**src/rtl/sram_req_ctrl_pkg.sv**
```systemverilog
// sram_req_ctrl_pkg: shared grant type and default sizes for the 1RW SRAM request controller
package sram_req_ctrl_pkg;
  typedef enum logic [1:0] {GNT_NONE, GNT_WR, GNT_RD} grant_e;
  localparam int ADDR_W_DEF     = 6;
  localparam int DATA_W_DEF     = 50;
  localparam int RESP_DEPTH_DEF = 2;
  localparam int PERF_W         = 32;
endpackage

```
**src/rtl/sram_req_resp_fifo.sv**
```systemverilog
// sram_req_resp_fifo: wrapping-pointer FIFO holding SRAM read responses
// Ports: clock, reset (sync, active-high); push/din write the tail; pop retires the head;
//        dout is the head word; count/full/empty report occupancy.
module sram_req_resp_fifo import sram_req_ctrl_pkg::*; #(
  parameter int DATA_W = DATA_W_DEF,
  parameter int DEPTH  = RESP_DEPTH_DEF,
  localparam int PW    = DEPTH > 1 ? $clog2(DEPTH) : 1,
  localparam int CW    = $clog2(DEPTH + 1)
) (
  input  logic              clock,
  input  logic              reset,
  input  logic              push,
  input  logic              pop,
  input  logic [DATA_W-1:0] din,
  output logic [DATA_W-1:0] dout,
  output logic [CW-1:0]     count,
  output logic              full,
  output logic              empty
);
  logic [DATA_W-1:0] mem_q [DEPTH];
  logic [PW-1:0]     wp_q, rp_q;
  logic [CW-1:0]     count_q;
  // Pointers wrap explicitly so non power-of-two depths work.
  function automatic logic [PW-1:0] nxt(input logic [PW-1:0] p);
    return (p == PW'(DEPTH - 1)) ? '0 : p + 1'b1;
  endfunction
  always_ff @(posedge clock) begin
    if (reset) begin
      wp_q    <= '0;
      rp_q    <= '0;
      count_q <= '0;
    end else begin
      if (push) begin
        mem_q[wp_q] <= din;
        wp_q        <= nxt(wp_q);
      end
      if (pop) rp_q <= nxt(rp_q);
      count_q <= count_q + CW'(push) - CW'(pop);
    end
  end
  assign dout  = mem_q[rp_q];
  assign count = count_q;
  assign full  = count_q == CW'(DEPTH);
  assign empty = count_q == '0;
endmodule

```
**src/rtl/sram_1rw_req_ctrl.sv**
```systemverilog
// sram_1rw_req_ctrl: arbitrates write/read request channels onto a 1RW SRAM and queues read data
// Ports: clock, reset (sync, active-high); wr_valid/wr_ready/wr_addr/wr_data write channel;
//        rd_valid/rd_ready/rd_addr read channel; resp_valid/resp_ready/resp_data response queue head;
//        ram_addr/ram_en/ram_wmode/ram_wdata/ram_rdata macro pins (1-cycle read latency);
//        perf_rd_stall/perf_conflict counters, live only when SRAM_REQ_CTRL_PERF_EN is defined.
module sram_1rw_req_ctrl import sram_req_ctrl_pkg::*; #(
  parameter int ADDR_W     = ADDR_W_DEF,
  parameter int DATA_W     = DATA_W_DEF,
  parameter int RESP_DEPTH = RESP_DEPTH_DEF
) (
  input  logic              clock,
  input  logic              reset,
  input  logic              wr_valid,
  output logic              wr_ready,
  input  logic [ADDR_W-1:0] wr_addr,
  input  logic [DATA_W-1:0] wr_data,
  input  logic              rd_valid,
  output logic              rd_ready,
  input  logic [ADDR_W-1:0] rd_addr,
  output logic              resp_valid,
  input  logic              resp_ready,
  output logic [DATA_W-1:0] resp_data,
  output logic [ADDR_W-1:0] ram_addr,
  output logic              ram_en,
  output logic              ram_wmode,
  output logic [DATA_W-1:0] ram_wdata,
  input  logic [DATA_W-1:0] ram_rdata,
  output logic [PERF_W-1:0] perf_rd_stall,
  output logic [PERF_W-1:0] perf_conflict
);
  localparam int CW = $clog2(RESP_DEPTH + 1);
  localparam int OW = CW + 1;
  grant_e        gnt;
  logic          inflight_q, rr_rd_q, pop, rd_ok, both, q_full, q_empty;
  logic [CW-1:0] q_count;
  logic [OW-1:0] occ;
  assign resp_valid = !q_empty;
  assign pop        = resp_valid && resp_ready;
  // Reserve a slot for the read in flight; a same-cycle pop frees one.
  assign occ   = {1'b0, q_count} + OW'(inflight_q) - OW'(pop);
  assign rd_ok = occ < OW'(RESP_DEPTH);
  assign both  = wr_valid && rd_valid && rd_ok;
  // rr_rd_q set means the last contested grant went to the read side.
  always_comb begin
    gnt = reset ? GNT_NONE :
          both ? (rr_rd_q ? GNT_WR : GNT_RD) :
          wr_valid ? GNT_WR :
          (rd_valid && rd_ok) ? GNT_RD : GNT_NONE;
  end
  always_ff @(posedge clock) begin
    if (reset) begin
      inflight_q <= 1'b0;
      rr_rd_q    <= 1'b1;
    end else begin
      inflight_q <= gnt == GNT_RD;
      if (both) rr_rd_q <= gnt == GNT_RD;
    end
  end
  assign wr_ready  = gnt == GNT_WR;
  assign rd_ready  = gnt == GNT_RD;
  assign ram_en    = gnt != GNT_NONE;
  assign ram_wmode = gnt == GNT_WR;
  assign ram_addr  = gnt == GNT_WR ? wr_addr : gnt == GNT_RD ? rd_addr : '0;
  assign ram_wdata = gnt == GNT_WR ? wr_data : '0;
  sram_req_resp_fifo #(.DATA_W(DATA_W), .DEPTH(RESP_DEPTH)) u_fifo (
    .clock (clock),
    .reset (reset),
    .push  (inflight_q),
    .pop   (pop),
    .din   (ram_rdata),
    .dout  (resp_data),
    .count (q_count),
    .full  (q_full),
    .empty (q_empty)
  );
  a_no_overflow: assert property (@(posedge clock) disable iff (reset) !(inflight_q && q_full && !pop));
`ifdef SRAM_REQ_CTRL_PERF_EN
  logic [PERF_W-1:0] stall_q, conf_q;
  always_ff @(posedge clock) begin
    if (reset) begin
      stall_q <= '0;
      conf_q  <= '0;
    end else begin
      if (rd_valid && !rd_ok && ~&stall_q) stall_q <= stall_q + 1'b1;
      if (wr_valid && rd_valid && ~&conf_q) conf_q <= conf_q + 1'b1;
    end
  end
  assign perf_rd_stall = stall_q;
  assign perf_conflict = conf_q;
`else
  assign perf_rd_stall = '0;
  assign perf_conflict = '0;
`endif
endmodule

```
**config.mk**
```make
export PLATFORM = sky130hd
export DESIGN_NAME = sram_1rw_req_ctrl
export DESIGN_NICKNAME = d
export VERILOG_FILES = /design/src/rtl/sram_req_ctrl_pkg.sv /design/src/rtl/sram_req_resp_fifo.sv /design/src/rtl/sram_1rw_req_ctrl.sv
export SDC_FILE = /design/constraint.sdc
export NUM_CORES = 1
export LEC_CHECK = 0
export ABC_AREA = 1
export BUFFER_PORTS_ARGS = -buffer_cell sky130_fd_sc_hd__buf_4
export CAP_MARGIN = 0
export CORE_ASPECT_RATIO = 0.5
export CORE_MARGIN = 1
export CORE_UTILIZATION = 45
export CTS_BUF_LIST = sky130_fd_sc_hd__clkbuf_4
export CTS_CLUSTER_SIZE = 25
export DETAILED_ROUTE_END_ITERATION = 7
export PLACE_DENSITY = 0.89
export SYNTH_ARGS = -nofsm -noshare
export SYNTH_HDL_FRONTEND = slang
export SYNTH_HIERARCHICAL = 1
export SYNTH_SLANG_ARGS = --single-unit
```
**constraint.sdc**
```tcl
create_clock -name clock -period 8.25 [get_ports clock]
set_input_delay 0 -clock clock [delete_from_list [all_inputs] [get_ports clock]]
set_output_delay 0 -clock clock [all_outputs]
set_load 0.02 [all_outputs]
```
Yosys cells after proc, flatten, opt, wreduce, memory -nomap -nowiden
Memories as Yosys holds them, arrays and structs flattened. A register that Yosys moved wholly into a read port is not among the register bits.
Index checks and enable logic that the tools add are counted.
{ "op_classes": {"add_sub_neg": 6, "magnitude_cmp": 1, "n_eq_ne": 2, "mux": 15, "reduce_logical": 7} }
{ "op_table": {"columns": ["cell", "count"], "rows": [
  ["$mux W50", 1],
  ["$mux W6", 2],
  ["$mux W2", 5],
  ["$mux W1", 7],
  ["$logic_and A1 B1 Y1", 4],
  ["$add A2 B1 Y3", 1],
  ["$lt A3 B2 Y1 const B", 1],
  ["$sub A3 B1 Y3", 1],
  ["$add A1 B1 Y1 const B", 2],
  ["$add A2 B1 Y2", 1],
  ["$eq A2 B1 Y1 const B", 1],
  ["$eq A2 B2 Y1 const B", 1],
  ["$logic_not A2 Y1", 1],
  ["$reduce_bool A2 Y1", 1],
  ["$sub A2 B1 Y2", 1],
  ["$logic_not A1 Y1", 1]
]} }
{ "totals": {"reg_bits": 6, "mem_bits_rw": 100, "input_bits": 117, "output_inout_bits": 175, "word_cells": 37, "memories": 1} }
{ "mem_list": {"columns": ["name", "words", "word_bits", "rd", "rd_ports_with_merged_regs", "write_ports", "line_no", "text"], "rows": [
  ["u_fifo.mem_q", 2, 50, 1, 1, 1, "sram_req_resp_fifo.sv:20", "logic [DATA_W-1:0] mem_q [DEPTH];"]
]} }

Logic depth before layout (Yosys ltp)
{ "logic_depth": {"word_depth": 13, "depth_mapped": 15, "mapped_depth_nobuf": 13} }

Modules after synthesis
The synthesis kept the hierarchy.
{ "modules_own_cells": {"columns": ["module", "n_inst", "cells_per_inst", "area_each_um2", "seq_area_each_um2"], "rows": [
  ["sram_req_resp_fifo", 1, 188, 4093.9, 3103.0],
  ["sram_1rw_req_ctrl", 1, 224, 1261.2, 40.0]
]} }

Least setup slack after synthesis
OpenSTA, ideal clock, no wires.
{ "synth_timing": {"path_kind": "reg-to-reg", "startpoint": "register inflight_q", "endpoint": "memory u_fifo/mem_q[1][0] in the netlist's numbering (enable)", "setup_time_ps": 520, "t_arrival_ps": 3814, "required_time_ps": 7730, "setup_slack_ps": 3916, "path_stages_with_launch": 3, "n_path_buf": 0, "synth_period_minus_slack_ps": 4334, "cell_sequence": "dfxtp_1 -> inv_1 -> nor3_1"} }
{ "synth_between": {"elab_chain_cells": 3} }
{ "synth_rtl": {"columns": ["element", "line_no", "text"], "rows": [
  ["start: declaration", "sram_1rw_req_ctrl.sv:34", "logic inflight_q, rr_rd_q, pop, rd_ok, both, q_full, q_empty;"],
  ["start signal: assignment", "sram_1rw_req_ctrl.sv:52", "inflight_q <= 1'b0;"],
  ["start signal: assignment", "sram_1rw_req_ctrl.sv:55", "inflight_q <= gnt == GNT_RD;"],
  ["$mux W1", "sram_req_resp_fifo.sv:33", "if (push) begin"],
  ["$mux W1", "sram_req_resp_fifo.sv:28", "if (reset) begin"],
  ["$mux W1 (not written as such)", "sram_req_resp_fifo.sv:34", "mem_q[wp_q] <= din;"],
  ["end: declaration", "sram_req_resp_fifo.sv:20", null]
]} }
Every way passes these cells.

Final worst setup path
{ "layout_timing": {"startpoint": "register u_fifo.count_q[1] (netlist: u_fifo/count[1])", "endpoint": "output ram_addr[4]"} }
{ "layout_between": {"elab_chain_cells": 13, "elab_cells_between_ends": 16, "cone_classes": "2 x add/sub; 1 x order compare; 2 x eq/ne; 6 x mux; 5 x reduce/logical"} }
{ "layout_rtl": {"columns": ["element", "line_no", "text"], "rows": [
  ["start: declaration", "sram_req_resp_fifo.sv:22", "logic [CW-1:0] count_q;"],
  ["start signal: assignment", "sram_req_resp_fifo.sv:38", "count_q <= count_q + CW'(push) - CW'(pop);"],
  ["$logic_not A2 Y1 *", "sram_req_resp_fifo.sv:44", "assign empty = count_q == '0;"],
  ["net q_empty", "sram_1rw_req_ctrl.sv:34", null],
  ["$logic_not A1 Y1 *", "sram_1rw_req_ctrl.sv:37", "assign resp_valid = !q_empty;"],
  ["$logic_and A1 B1 Y1 *", "sram_1rw_req_ctrl.sv:38", "assign pop = resp_valid && resp_ready;"],
  ["net pop", "sram_1rw_req_ctrl.sv:34", null],
  ["$sub A3 B1 Y3 *", "sram_1rw_req_ctrl.sv:40", "assign occ = {1'b0, q_count} + OW'(inflight_q) - OW'(pop);"],
  ["$lt A3 B2 Y1 *", "sram_1rw_req_ctrl.sv:41", "assign rd_ok = occ < OW'(RESP_DEPTH);"],
  ["$logic_and A1 B1 Y1", "sram_1rw_req_ctrl.sv:48", "(rd_valid && rd_ok) ? GNT_RD : GNT_NONE;"],
  ["$mux W2", "sram_1rw_req_ctrl.sv:48", null],
  ["$mux W2", "sram_1rw_req_ctrl.sv:47", "wr_valid ? GNT_WR :"],
  ["$mux W2 *", "sram_1rw_req_ctrl.sv:46", "both ? (rr_rd_q ? GNT_WR : GNT_RD) :"],
  ["$mux W2 *", "sram_1rw_req_ctrl.sv:45", "gnt = reset ? GNT_NONE :"],
  ["$eq A2 B2 Y1", "sram_1rw_req_ctrl.sv:63", "assign ram_addr = gnt == GNT_WR ? wr_addr : gnt == GNT_RD ? rd_addr : '0;"],
  ["$mux W6", "sram_1rw_req_ctrl.sv:63", null],
  ["$mux W6 *", "sram_1rw_req_ctrl.sv:63", null],
  ["end: declaration", "sram_1rw_req_ctrl.sv:23", "output logic [ADDR_W-1:0] ram_addr,"]
]} }
The timed path passes the listed nets; every way through them passes the cells marked *.

==> reports/qor.log <==
qor: layout.post_route_cells_drive_above_1_share 44.5%
qor: layout.area_growth 40.7%
qor: clock_tree.cts_hold_buf 54
qor: sta.finalSetupTns 0 ns
qor: pwr.power.share.clock 14.2%
qor: global_routing.first_global_vias 3662
qor: clock_tree.cts_tree done
qor: sta.timing.final.max_slew_violations 0
qor: pwr.sw_frac_of_total 35.9%
qor: floorplanning.ports_placed_on_the_boundary 292
qor: worst_setup_path.cp.buffers_inverters 2
qor: worst_setup_path.path_cells nor2_1 > nor2_1 > ha_1 > inv_1 > nand2_1 > fa_1 > nand2_1 > a21oi_1 > nand4_1 > nand3_1 > nand2_1 > buf_4
qor: yosys.syn-mean-instance-area 13.0 µm²
qor: sta.period_share 40.1%
qor: placed_design.post-dp-hpwl 9780 µm
qor: worst_setup_path.worst_ep_arrival_time 3.31 ns
qor: sta.min_period 3.31 ns
qor: global_routing.grt_first_pass_wirelength 19600 µm
qor: clock_tree.cts_repair_resize_count 0
qor: global_routing.antenna_found_initial 0
qor: pwr.seqPwrFrac 43.3%
qor: floorplanning.die_width 156 µm
qor: routing.detail_route.wirelength 14000 µm
qor: floorplanning.placement_rows 27
qor: layout.antennaDiodeCount 0
qor: worst_setup_path.path_delay_family simple AND/OR/NAND/NOR gates
qor: worst_setup_path.critical-path-top-cell-by-count sky130_fd_sc_hd__nand2_1
qor: sta.clock-skew-final 0.0248 ns
qor: clock_tree.clock_path_buffers 2
qor: sta.timing.max_slew.rel_slack 36.7%
qor: pwr.p_int 1.07 mW
qor: sta.rsz0062_at_grt no
qor: placed_design.finalWeightedCongestion 0.775
qor: clock_tree.clk-insertion-delay-late 0.45 ns
qor: routing.drc 0
qor: clock_tree.clk_pin_slew_worst_paths 0.16 ns
qor: worst_setup_path.path_class reg2out
qor: worst_setup_path.worst_path_slowest_cell sky130_fd_sc_hd__dfxtp_1
qor: pwr.power.combinational.fraction 42.5%
qor: layout.nets 813
qor: worst_setup_path.maximum_fanout_count_along_the_critical_path 8
qor: sta.setup_viol_count_final 0
qor: min_path.worstHoldPathType in2reg
qor: routing.wire_per_inst 16.3 µm
qor: yosys.post_synthesis_cell_area 5350 µm²
qor: routing.detail_route.iter0.violations 216
qor: clock_tree.numCtsBuffers 9
qor: layout.final_core_utilization 66.7%
qor: run.timing.max_cap.violations 0
qor: clock_tree.h_tree_levels 3
qor: layout.nFillCells 824
qor: yosys.yosys_warnings 6
qor: clock_tree.total_number_of_clock_tree_sinks 107
qor: routing.route.antenna.remaining_nets 0
qor: global_routing.globalRoute.totalOverflow 0
qor: pwr.total_switching_power 597 µW
qor: floorplanning.fp.coreArea 11300 µm²
qor: routing.vias_per_cell 4.46
qor: yosys.synthesis.instances 411
qor: worst_setup_path.timing.critical_path.required 8.25 ns
qor: floorplanning.floorplan.die_area 12400 µm²
qor: worst_setup_path.max_stage_delay 0.50 ns
qor: worst_setup_path.crit_path_end_kind primary output
qor: global_routing.pin_count_of_the_biggest_net_entering_global_routing 52
qor: clock_tree.cts_root_buf sky130_fd_sc_hd__clkbuf_4
qor: pwr.p_leak 3.57 nW
qor: placed_design.placement.io_buffers 227
qor: worst_setup_path.setup.worst_path.start_class flip-flop
qor: pwr.vdd_drop_max 109 µV
qor: routing.dr_total_vias 3819
qor: global_routing.gr-usage-all-layers 21.6%
qor: sta.timing.final.hold_violations 0
qor: clock_tree.post-cts-setup-buffers 0
qor: floorplanning.die_h 79.1 µm
qor: sta.tightest_slew 0.950 ns
qor: routing.first_pass_iters 5
qor: status.outcome complete, no violations
qor: pwr.powerDensity 221 nW/µm²
qor: sta.fmax 302 MHz
qor: floorplanning.initial_utilization 47.4%
[registers in the layout, summed over array words and instances, names as in the netlist, named ones only]
register      count
inflight_q        1
rr_rd_q           1
u_fifo/count      2
u_fifo/mem_q    100
u_fifo/rp_q       1
u_fifo/wp_q       1
[power by group through the flow]
stage / sequential, mW / clock (mW) / combinational, mW
after floorplan: 0.684 / 0 / 0.527
after global placement: 0.729 / 0 / 0.658
after detailed placement: 0.733 / 0 / 0.676
after CTS: 0.721 / 0.242 / 0.699
after global routing: 0.729 / 0.264 / 0.745
final: 0.720 / 0.236 / 0.707
[worst register-to-register path: cells and delay by family (launching register included)]
| kind | cells | cell delay (ns) |
|---|---|---|
| AO/OA/AOI/OAI | 1 | 0.15 |
| adder cells (fa/ha/maj) | 2 | 0.77 |
| buffers and inverters | 1 | 0.05 |
| flip-flops | 1 | 0.50 |
| AND/OR/NAND/NOR | 7 | 1.22 |
[per-stage QoR]
stage	power (mW)	worst slack (ns)	cell area (µm²)	instances	hold slack (ns)
floorplan	1.21	3.92	5590	474	0.0691
global placement	1.39	5.70	6870	786	0.185
detailed placement	1.41	5.55	6870	786	0.188
CTS	1.66	5.02	7530	856	0.244
global route	1.74	4.74	7530	856	0.225
finish	1.66	4.94	7530	856	0.266
[final cells by class]
| type | count | area, µm² | share of cell area (%) |
|---|---|---|---|
| multi-input combinational | 222 | 1540 | 20.5 |
| tap | 159 | 199 | 2.64 |
| clock buffer | 11 | 82.6 | 1.10 |
| timing repair buffer | 283 | 2260 | 30.0 |
| inverter | 69 | 259 | 3.44 |
| sequential | 107 | 3150 | 41.8 |
| clock inverter | 5 | 37.5 | 0.499 |
[cell usage in the layout (no fill, tap or decap), drive strengths merged, types with 2 or more instances in the layout]
| cell | n |
|---|---|
| dfxtp | 7 |
| nand3 | 14 |
| dlygate4sd3 | 54 |
| buf | 229 |
| inv | 71 |
| ha | 3 |
| nor2 | 60 |
| clkinv | 2 |
| a21oi | 3 |
| edfxtp | 100 |
| clkbuf | 11 |
| conb | 64 |
| mux2 | 50 |
| nand2 | 22 |
[per-layer routing]
layer	routed length [µm]	share of wire, %	global-route usage (%)	vias up
li1	-	-	-	1770
met1	5380	39	25.7	1800
met2	7160	51	38.3	210
met3	1020	7.3	5.19	39
met4	400	2.9	7.84	0
met5	0	0	0	-
[worst paths after layout]
check | from | to | slack [ns] | cells past startpoint
max | u_fifo/count[1]$_SDFF_PP0_ | ram_addr[4] | 4.94 | 12
max reg2reg | u_fifo/count[1]$_SDFF_PP0_ | inflight_q$_SDFF_PP0_ | 5.48 | 11
min | ram_rdata[42] | u_fifo/mem_q[0][42]$_DFFE_PP_ | 0.27 | 2
min reg2reg | u_fifo/wp_q$_SDFFE_PP0P_ | u_fifo/wp_q$_SDFFE_PP0P_ | 0.48 | 2
(Power assumes the default switching activity.)
